`config.mk`:
```
export PLATFORM = sky130hd
export DESIGN_NAME = decode_stage
export DESIGN_NICKNAME = d
export VERILOG_FILES = /design/src/rtl/decode_pkg.sv /design/src/rtl/decode_stage_regfile.sv /design/src/rtl/decode_stage.sv
export SDC_FILE = /design/constraint.sdc
export NUM_CORES = 2
export LEC_CHECK = 0
export BUFFER_PORTS_ARGS = -buffer_cell sky130_fd_sc_hd__buf_2
export CORE_ASPECT_RATIO = 1.2
export CORE_MARGIN = 5
export CORE_UTILIZATION = 40
export CTS_CLUSTER_SIZE = 10
export DETAILED_ROUTE_END_ITERATION = 10
export HOLD_SLACK_MARGIN = 0.05
export SLEW_MARGIN = 0
export SYNTH_ARGS = -nofsm -noshare
export SYNTH_HDL_FRONTEND = slang
export SYNTH_SLANG_ARGS = --single-unit
```
`constraint.sdc`:
```
create_clock -name clk -period 39.1 [get_ports clk]
set_input_delay 3.91 -clock clk [delete_from_list [all_inputs] [get_ports clk]]
set_output_delay 3.91 -clock clk [all_outputs]
set_load 0.1 [all_outputs]
```
`src/rtl/decode_pkg.sv`:
```
// Shared decode constants: opcodes, control-word bit positions, ALUOp codes,
// immediate formats and the immediate extraction helper.
package decode_pkg;

  localparam logic [6:0] OPC_RTYPE  = 7'b0110011;
  localparam logic [6:0] OPC_IALU   = 7'b0010011;
  localparam logic [6:0] OPC_LOAD   = 7'b0000011;
  localparam logic [6:0] OPC_STORE  = 7'b0100011;
  localparam logic [6:0] OPC_BRANCH = 7'b1100011;
  localparam logic [6:0] OPC_JAL    = 7'b1101111;

  localparam int CTRL_ALUSRC    = 7;
  localparam int CTRL_MEMTOREG  = 6;
  localparam int CTRL_REGWRITE  = 5;
  localparam int CTRL_MEMREAD   = 4;
  localparam int CTRL_MEMWRITE  = 3;
  localparam int CTRL_BRANCH    = 2;
  localparam int CTRL_ALUOP_LSB = 0;

  localparam logic [1:0] ALUOP_ADD    = 2'b00;
  localparam logic [1:0] ALUOP_BRANCH = 2'b01;
  localparam logic [1:0] ALUOP_RTYPE  = 2'b10;
  localparam logic [1:0] ALUOP_IALU   = 2'b11;

  localparam logic [7:0] CTRL_RTYPE  = (8'd1 << CTRL_REGWRITE) | (8'(ALUOP_RTYPE) << CTRL_ALUOP_LSB);
  localparam logic [7:0] CTRL_IALU   = (8'd1 << CTRL_ALUSRC) | (8'd1 << CTRL_REGWRITE)
                                     | (8'(ALUOP_IALU) << CTRL_ALUOP_LSB);
  localparam logic [7:0] CTRL_LOAD   = (8'd1 << CTRL_ALUSRC) | (8'd1 << CTRL_MEMTOREG)
                                     | (8'd1 << CTRL_REGWRITE) | (8'd1 << CTRL_MEMREAD)
                                     | (8'(ALUOP_ADD) << CTRL_ALUOP_LSB);
  localparam logic [7:0] CTRL_STORE  = (8'd1 << CTRL_ALUSRC) | (8'd1 << CTRL_MEMWRITE)
                                     | (8'(ALUOP_ADD) << CTRL_ALUOP_LSB);
  localparam logic [7:0] CTRL_BRANCH_W = (8'd1 << CTRL_BRANCH) | (8'(ALUOP_BRANCH) << CTRL_ALUOP_LSB);
  localparam logic [7:0] CTRL_JAL    = (8'd1 << CTRL_REGWRITE) | (8'd1 << CTRL_BRANCH)
                                     | (8'(ALUOP_ADD) << CTRL_ALUOP_LSB);

  typedef enum logic [2:0] {IMM_NONE, IMM_I, IMM_S, IMM_B, IMM_J} imm_fmt_e;

  function automatic logic [31:0] imm_gen(input logic [31:0] ins, input imm_fmt_e fmt);
    case (fmt)
      IMM_I:   imm_gen = {{20{ins[31]}}, ins[31:20]};
      IMM_S:   imm_gen = {{20{ins[31]}}, ins[31:25], ins[11:7]};
      IMM_B:   imm_gen = {{19{ins[31]}}, ins[31], ins[7], ins[30:25], ins[11:8], 1'b0};
      IMM_J:   imm_gen = {{11{ins[31]}}, ins[31], ins[19:12], ins[20], ins[30:21], 1'b0};
      default: imm_gen = 32'd0;
    endcase
  endfunction

endpackage

```
`src/rtl/decode_stage_regfile.sv`:
```
// Two-read/one-write register file with x0 hard-wired to zero.
// With DECODE_BYPASS_EN defined, a same-cycle write is visible on the read ports.
module regfile #(
  parameter int XLEN      = 32,
  parameter int REG_COUNT = 32,
  localparam int RW       = $clog2(REG_COUNT)
) (
  input  logic            clk,
  input  logic            rst,
  input  logic            we_i,
  input  logic [RW-1:0]   waddr_i,
  input  logic [XLEN-1:0] wdata_i,
  input  logic [RW-1:0]   raddr1_i,
  input  logic [RW-1:0]   raddr2_i,
  output logic [XLEN-1:0] rdata1_o,
  output logic [XLEN-1:0] rdata2_o
);

  logic [XLEN-1:0] regs_q [REG_COUNT];
  logic            wr_en;

  assign wr_en = we_i && (waddr_i != '0);

  always_ff @(posedge clk or posedge rst) begin
    if (rst) begin
      for (int i = 0; i < REG_COUNT; i++) regs_q[i] <= '0;
    end else if (wr_en) begin
      regs_q[waddr_i] <= wdata_i;
    end
  end

`ifdef DECODE_BYPASS_EN
  assign rdata1_o = (raddr1_i == '0) ? '0 : ((wr_en && waddr_i == raddr1_i) ? wdata_i : regs_q[raddr1_i]);
  assign rdata2_o = (raddr2_i == '0) ? '0 : ((wr_en && waddr_i == raddr2_i) ? wdata_i : regs_q[raddr2_i]);
`else
  assign rdata1_o = (raddr1_i == '0) ? '0 : regs_q[raddr1_i];
  assign rdata2_o = (raddr2_i == '0) ? '0 : regs_q[raddr2_i];
`endif

endmodule

```
`src/rtl/decode_stage.sv`:
```
// RISC-V ID stage: decode, register read, immediate generation, load-use
// hazard detection and the ID/EX register. Optional macro: DECODE_BYPASS_EN.
module decode_stage
  import decode_pkg::*;
#(
  parameter int XLEN      = 32,
  parameter int REG_COUNT = 32
) (
  input  logic            clk,
  input  logic            rst,
  input  logic            if_valid,
  input  logic [XLEN-1:0] if_pc,
  input  logic [31:0]     if_instr,
  input  logic            wb_we,
  input  logic [4:0]      wb_addr,
  input  logic [XLEN-1:0] wb_data,
  input  logic            ex_mem_read,
  input  logic [4:0]      ex_rd,
  input  logic            flush,
  output logic            stall,
  output logic            id_ex_valid,
  output logic [XLEN-1:0] id_ex_pc,
  output logic [XLEN-1:0] id_ex_rs1_data,
  output logic [XLEN-1:0] id_ex_rs2_data,
  output logic [XLEN-1:0] id_ex_imm,
  output logic [4:0]      id_ex_rs1,
  output logic [4:0]      id_ex_rs2,
  output logic [4:0]      id_ex_rd,
  output logic [3:0]      id_ex_alu_ctrl,
  output logic [7:0]      id_ex_ctrl,
  output logic [31:0]     stall_count
);

  localparam int RW = $clog2(REG_COUNT);

  logic [4:0]      rs1, rs2, rd;
  logic [7:0]      ctrl;
  imm_fmt_e        imm_fmt;
  logic            legal, uses_rs2;
  logic [XLEN-1:0] imm, rs1_data, rs2_data;

  logic            valid_d, valid_q;
  logic [XLEN-1:0] pc_d, pc_q, d1_d, d1_q, d2_d, d2_q, imm_d, imm_q;
  logic [4:0]      rs1_d, rs1_q, rs2_d, rs2_q, rd_d, rd_q;
  logic [3:0]      alu_d, alu_q;
  logic [7:0]      ctrl_d, ctrl_q;
  logic [31:0]     cnt_d, cnt_q;

  assign rs1 = if_instr[19:15];
  assign rs2 = if_instr[24:20];
  assign rd  = if_instr[11:7];

  regfile #(.XLEN(XLEN), .REG_COUNT(REG_COUNT)) u_regfile (
    .clk      (clk),
    .rst      (rst),
    .we_i     (wb_we),
    .waddr_i  (wb_addr[RW-1:0]),
    .wdata_i  (wb_data),
    .raddr1_i (rs1[RW-1:0]),
    .raddr2_i (rs2[RW-1:0]),
    .rdata1_o (rs1_data),
    .rdata2_o (rs2_data)
  );

  // Opcode decode: control word, immediate format and rs2 usage
  always_comb begin
    ctrl     = 8'h00;
    imm_fmt  = IMM_NONE;
    legal    = 1'b1;
    uses_rs2 = 1'b0;
    case (if_instr[6:0])
      OPC_RTYPE:  begin ctrl = CTRL_RTYPE;    uses_rs2 = 1'b1; end
      OPC_IALU:   begin ctrl = CTRL_IALU;     imm_fmt = IMM_I; end
      OPC_LOAD:   begin ctrl = CTRL_LOAD;     imm_fmt = IMM_I; end
      OPC_STORE:  begin ctrl = CTRL_STORE;    imm_fmt = IMM_S; uses_rs2 = 1'b1; end
      OPC_BRANCH: begin ctrl = CTRL_BRANCH_W; imm_fmt = IMM_B; uses_rs2 = 1'b1; end
      OPC_JAL:    begin ctrl = CTRL_JAL;      imm_fmt = IMM_J; end
      default:    legal = 1'b0;
    endcase
  end

  assign imm = XLEN'($signed(imm_gen(if_instr, imm_fmt)));

  assign stall = ex_mem_read && (ex_rd != 5'd0) && if_valid
              && ((ex_rd == rs1) || (uses_rs2 && (ex_rd == rs2)));

  // Anything other than a live, legal, unstalled instruction becomes an all-zero
  // bubble so downstream never sees stray control bits.
  always_comb begin
    valid_d = 1'b0;
    pc_d    = '0;
    d1_d    = '0;
    d2_d    = '0;
    imm_d   = '0;
    rs1_d   = 5'd0;
    rs2_d   = 5'd0;
    rd_d    = 5'd0;
    alu_d   = 4'd0;
    ctrl_d  = 8'd0;
    if (!flush && !stall && if_valid && legal) begin
      valid_d = 1'b1;
      pc_d    = if_pc;
      d1_d    = rs1_data;
      d2_d    = rs2_data;
      imm_d   = imm;
      rs1_d   = rs1;
      rs2_d   = rs2;
      rd_d    = rd;
      alu_d   = {if_instr[30], if_instr[14:12]};
      ctrl_d  = ctrl;
    end else begin
      valid_d = 1'b0;
    end
    if (stall && !flush && (cnt_q != 32'hFFFF_FFFF)) begin
      cnt_d = cnt_q + 32'd1;
    end else begin
      cnt_d = cnt_q;
    end
  end

  // ID/EX boundary register and stall counter
  always_ff @(posedge clk or posedge rst) begin
    if (rst) begin
      valid_q <= 1'b0;
      pc_q    <= '0;
      d1_q    <= '0;
      d2_q    <= '0;
      imm_q   <= '0;
      rs1_q   <= 5'd0;
      rs2_q   <= 5'd0;
      rd_q    <= 5'd0;
      alu_q   <= 4'd0;
      ctrl_q  <= 8'd0;
      cnt_q   <= 32'd0;
    end else begin
      valid_q <= valid_d;
      pc_q    <= pc_d;
      d1_q    <= d1_d;
      d2_q    <= d2_d;
      imm_q   <= imm_d;
      rs1_q   <= rs1_d;
      rs2_q   <= rs2_d;
      rd_q    <= rd_d;
      alu_q   <= alu_d;
      ctrl_q  <= ctrl_d;
      cnt_q   <= cnt_d;
    end
  end

  assign id_ex_valid    = valid_q;
  assign id_ex_pc       = pc_q;
  assign id_ex_rs1_data = d1_q;
  assign id_ex_rs2_data = d2_q;
  assign id_ex_imm      = imm_q;
  assign id_ex_rs1      = rs1_q;
  assign id_ex_rs2      = rs2_q;
  assign id_ex_rd       = rd_q;
  assign id_ex_alu_ctrl = alu_q;
  assign id_ex_ctrl     = ctrl_q;
  assign stall_count    = cnt_q;

endmodule

```
==> flow_metrics.tcl <==
set metrics [dict create \
    status "finished clean" \
    finClkSkew_ns 0.0210 \
    fillers 13113 \
    root_buffer "clkbuf_16" \
    nNetsFinal 3882 \
    relSlewSlack_pct 16.6 \
    port_buffers 300 \
    power_mw 3.45 \
    fin_crit_sh_pct 25.1 \
    synth_nets 3780 \
    row_count 155 \
    syn_area_um2 60100 \
    cts_made_buffers 144 \
    numClockSinks 1200 \
    report.final.slew_viol_count 0 \
    seqCellArea_um2 30000 \
    die-area_um2 158000 \
    overflow 0 \
    layout_common_cells "dfrtp_1 (1200), mux2_2 (993), mux4_2 (640)" \
    drt-pass1-iter-count 5 \
    wl_per_cell_um 31.1 \
    areaGrowthSynthToFinish_pct 12.0 \
    layout_commonest_cell "dfrtp_1" \
    clk_pin_slew_worst_paths_ns 0.05 \
    synth_edf_count 0 \
    die_x_um 364 \
    start_util_pct 40.3 \
    critPathSlowestCell "nand4bb_1" \
    hpwlAfterDp_mm 98.4 \
    powerDensity_nw_per_um2 51.2 \
    grt_use_total_pct 22.7 \
    dr_wl_met2_mm 85.9 \
    ant_nets 0 \
    syn_inst 3667 \
    ys_types 46 \
    path_buf_inv 2 \
    core_area_um2 149000 \
    ys_ff_latch 1200 \
    route.top_layer_used "met5" \
    min_path_type "reg -> reg" \
    num_io_pins 301 \
    via_count 35542 \
    htree_levels 4 \
    place_congestion 0.782 \
    fp.dieH_um 435 \
    critPathArrivalTime_ns 5.91 \
    cts_tree "yes" \
    synth-seq-area-share_pct 49.9 \
    multi_input_area_um2 28500 \
    antenna_found_initial 21 \
    cp-end-kind "primary output" \
    fmax_ghz 0.102 \
    async_reset_ff_share_pct 100 \
    clk_latency_ns 0.76 \
    tightest_slew_ns 1.25 \
    grt_max_degree 164 \
    grt_pass1_vias 37108 \
    drive_gt1_share_pct 58.0 \
    path_max_fanout 6 \
    crit_family "simple AND/OR/NAND/NOR gates" \
    vdd_drop_max_uv 50.1 \
    drt-total-wl_mm 180 \
    ctsResizeCount 0 \
    hold_viol 0 \
    viasPerCell 6.14 \
    rsz0062_at_grt "false" \
    worstSetupStartpointType "input pin" \
    clockBufferDepth 3 \
    met3_length_mm 11.7 \
    criticalPathCategory "in -> out" \
    post-route-min-period_ns 9.82 \
    p_leak_nw 29.7 \
    crit_chain "buf_2 -> nand4bb_1 -> nor3_1 -> a22oi_2 -> nor2_1 -> and2_1 -> buf_2" \
    required_ns 35.19 \
    ys.flop_type "dfrtp_1" \
    drcViolationCount 0 \
    ys_warn_count 0 \
    finalSetupViolCount 0 \
    m1WireLength_mm 78.6 \
    syn_area_per_cell_um2 16.4 \
    grt_pass1_wl_mm 264 \
    drtIter0Drc 2949 \
    tns_ns 0 \
    cpMostUsedCell "buf_2" \
    postCtsHoldBufs 0 \
    cp_slowest_stage_delay_ns 0.48 \
    postCtsSetupRepairBufs 0 \
    drv_cap 0 \
]
==> logic make-up after synthesis <==
| kind of cell | count (synthesis) | synth area share (%) |
|---|---|---|
| adders and majority gates | 1 | 0.0208 |
| DFF | 1200 | 49.9 |
| and+or+nand+nor | 283 | 2.44 |
| buffers and inverters | 415 | 3.04 |
| xor gates and xnor gates | 42 | 0.612 |
| AOI/OAI and AO/OA | 29 | 0.304 |
| muxes | 1697 | 43.6 |
==> flip-flops by register name, indices dropped and copies added, names as in the netlist <==
register and flops:
id_ex_alu_ctrl 4, id_ex_valid 1, id_ex_rs1 5, id_ex_rd 5, stall_count 32, id_ex_ctrl 7
id_ex_rs2_data 32, id_ex_imm 21, u_regfile.regs_q 1024, id_ex_rs1_data 32, id_ex_pc 32, id_ex_rs2 5
==> where the power goes <==
group	internal, mW	total (mW)	switching [mW]
sequential	1.45	1.59	0.141
combinational	0.394	0.628	0.234
clock	0.723	1.23	0.508
total	2.56	3.45	0.882
==> worst paths after layout <==
check,end,start,slack [ns],cells after the start
min,u_regfile.regs_q[1001],u_regfile.regs_q[1001],0.39,0
max in group asynchronous,u_regfile.regs_q[200],rst,31.96,6
min reg2reg,u_regfile.regs_q[1001],u_regfile.regs_q[1001],0.39,0
min in group asynchronous,u_regfile.regs_q[821],rst,3.24,2
max reg2reg,id_ex_rs1_data[31],u_regfile.regs_q[287],36.76,4
max,stall,if_instr[2],29.28,7
==> through the flow <==
step	hold WS [ns]	util, %	instance area (µm²)	worst slack [ns]	std cells
floorplan	0.441	-	60100	1.38	3667
global placement	0.376	42.3	63100	29.28	5584
detailed placement	0.383	42.4	63200	29.28	5585
CTS	0.395	45.2	67300	29.28	5786
global route	0.404	45.2	67300	29.14	5787
finish	0.391	45.2	67400	29.28	5791
==> cell usage after synthesis (3+ instances only) <==
master	instances	area, µm²
a211oi_1	3	22.5
a21oi_1	12	60.1
mux2_2	993	11200
nand3_1	20	100
clkbuf_1	216	811
buf_6	6	67.6
buf_1	71	267
buf_4	33	248
xor2_1	12	105
nor2_1	100	375
or2_2	5	31.3
nor3b_1	4	30.0
nand2b_1	3	18.8
xnor2_1	30	263
mux4_2	640	14400
mux2i_1	64	641
nand4_1	15	93.8
and2_1	55	344
nor3_1	8	40.0
a22oi_1	4	30.0
and3_1	16	100
inv_1	5	18.8
buf_2	83	415
and4_1	5	43.8
dfrtp_1	1200	30000
nand2_1	33	124
or4_1	3	22.5
nand3b_1	6	45.0
o21ai_1	3	15.0
==> layer usage <==
layer | vias up | global-route usage, %
met5 | - | 0
li1 | 14194 | -
met3 | 253 | 4.48
met2 | 1226 | 36.3
met1 | 19851 | 32.4
met4 | 18 | 5.45
==> cell type report <==
| class | instances | area share, % |
|---|---|---|
| well taps | 1962 | 3.64 |
| clock inverters | 9 | 0.0929 |
| flip-flops and latches | 1200 | 44.6 |
| clock buffers | 192 | 6.11 |
| inverters | 6 | 0.0446 |
| diodes | 5 | 0.0186 |
| multi-input cells | 2052 | 42.3 |
| repair buffers | 365 | 3.16 |
No activity file was read; power rests on OpenSTA's default activity.
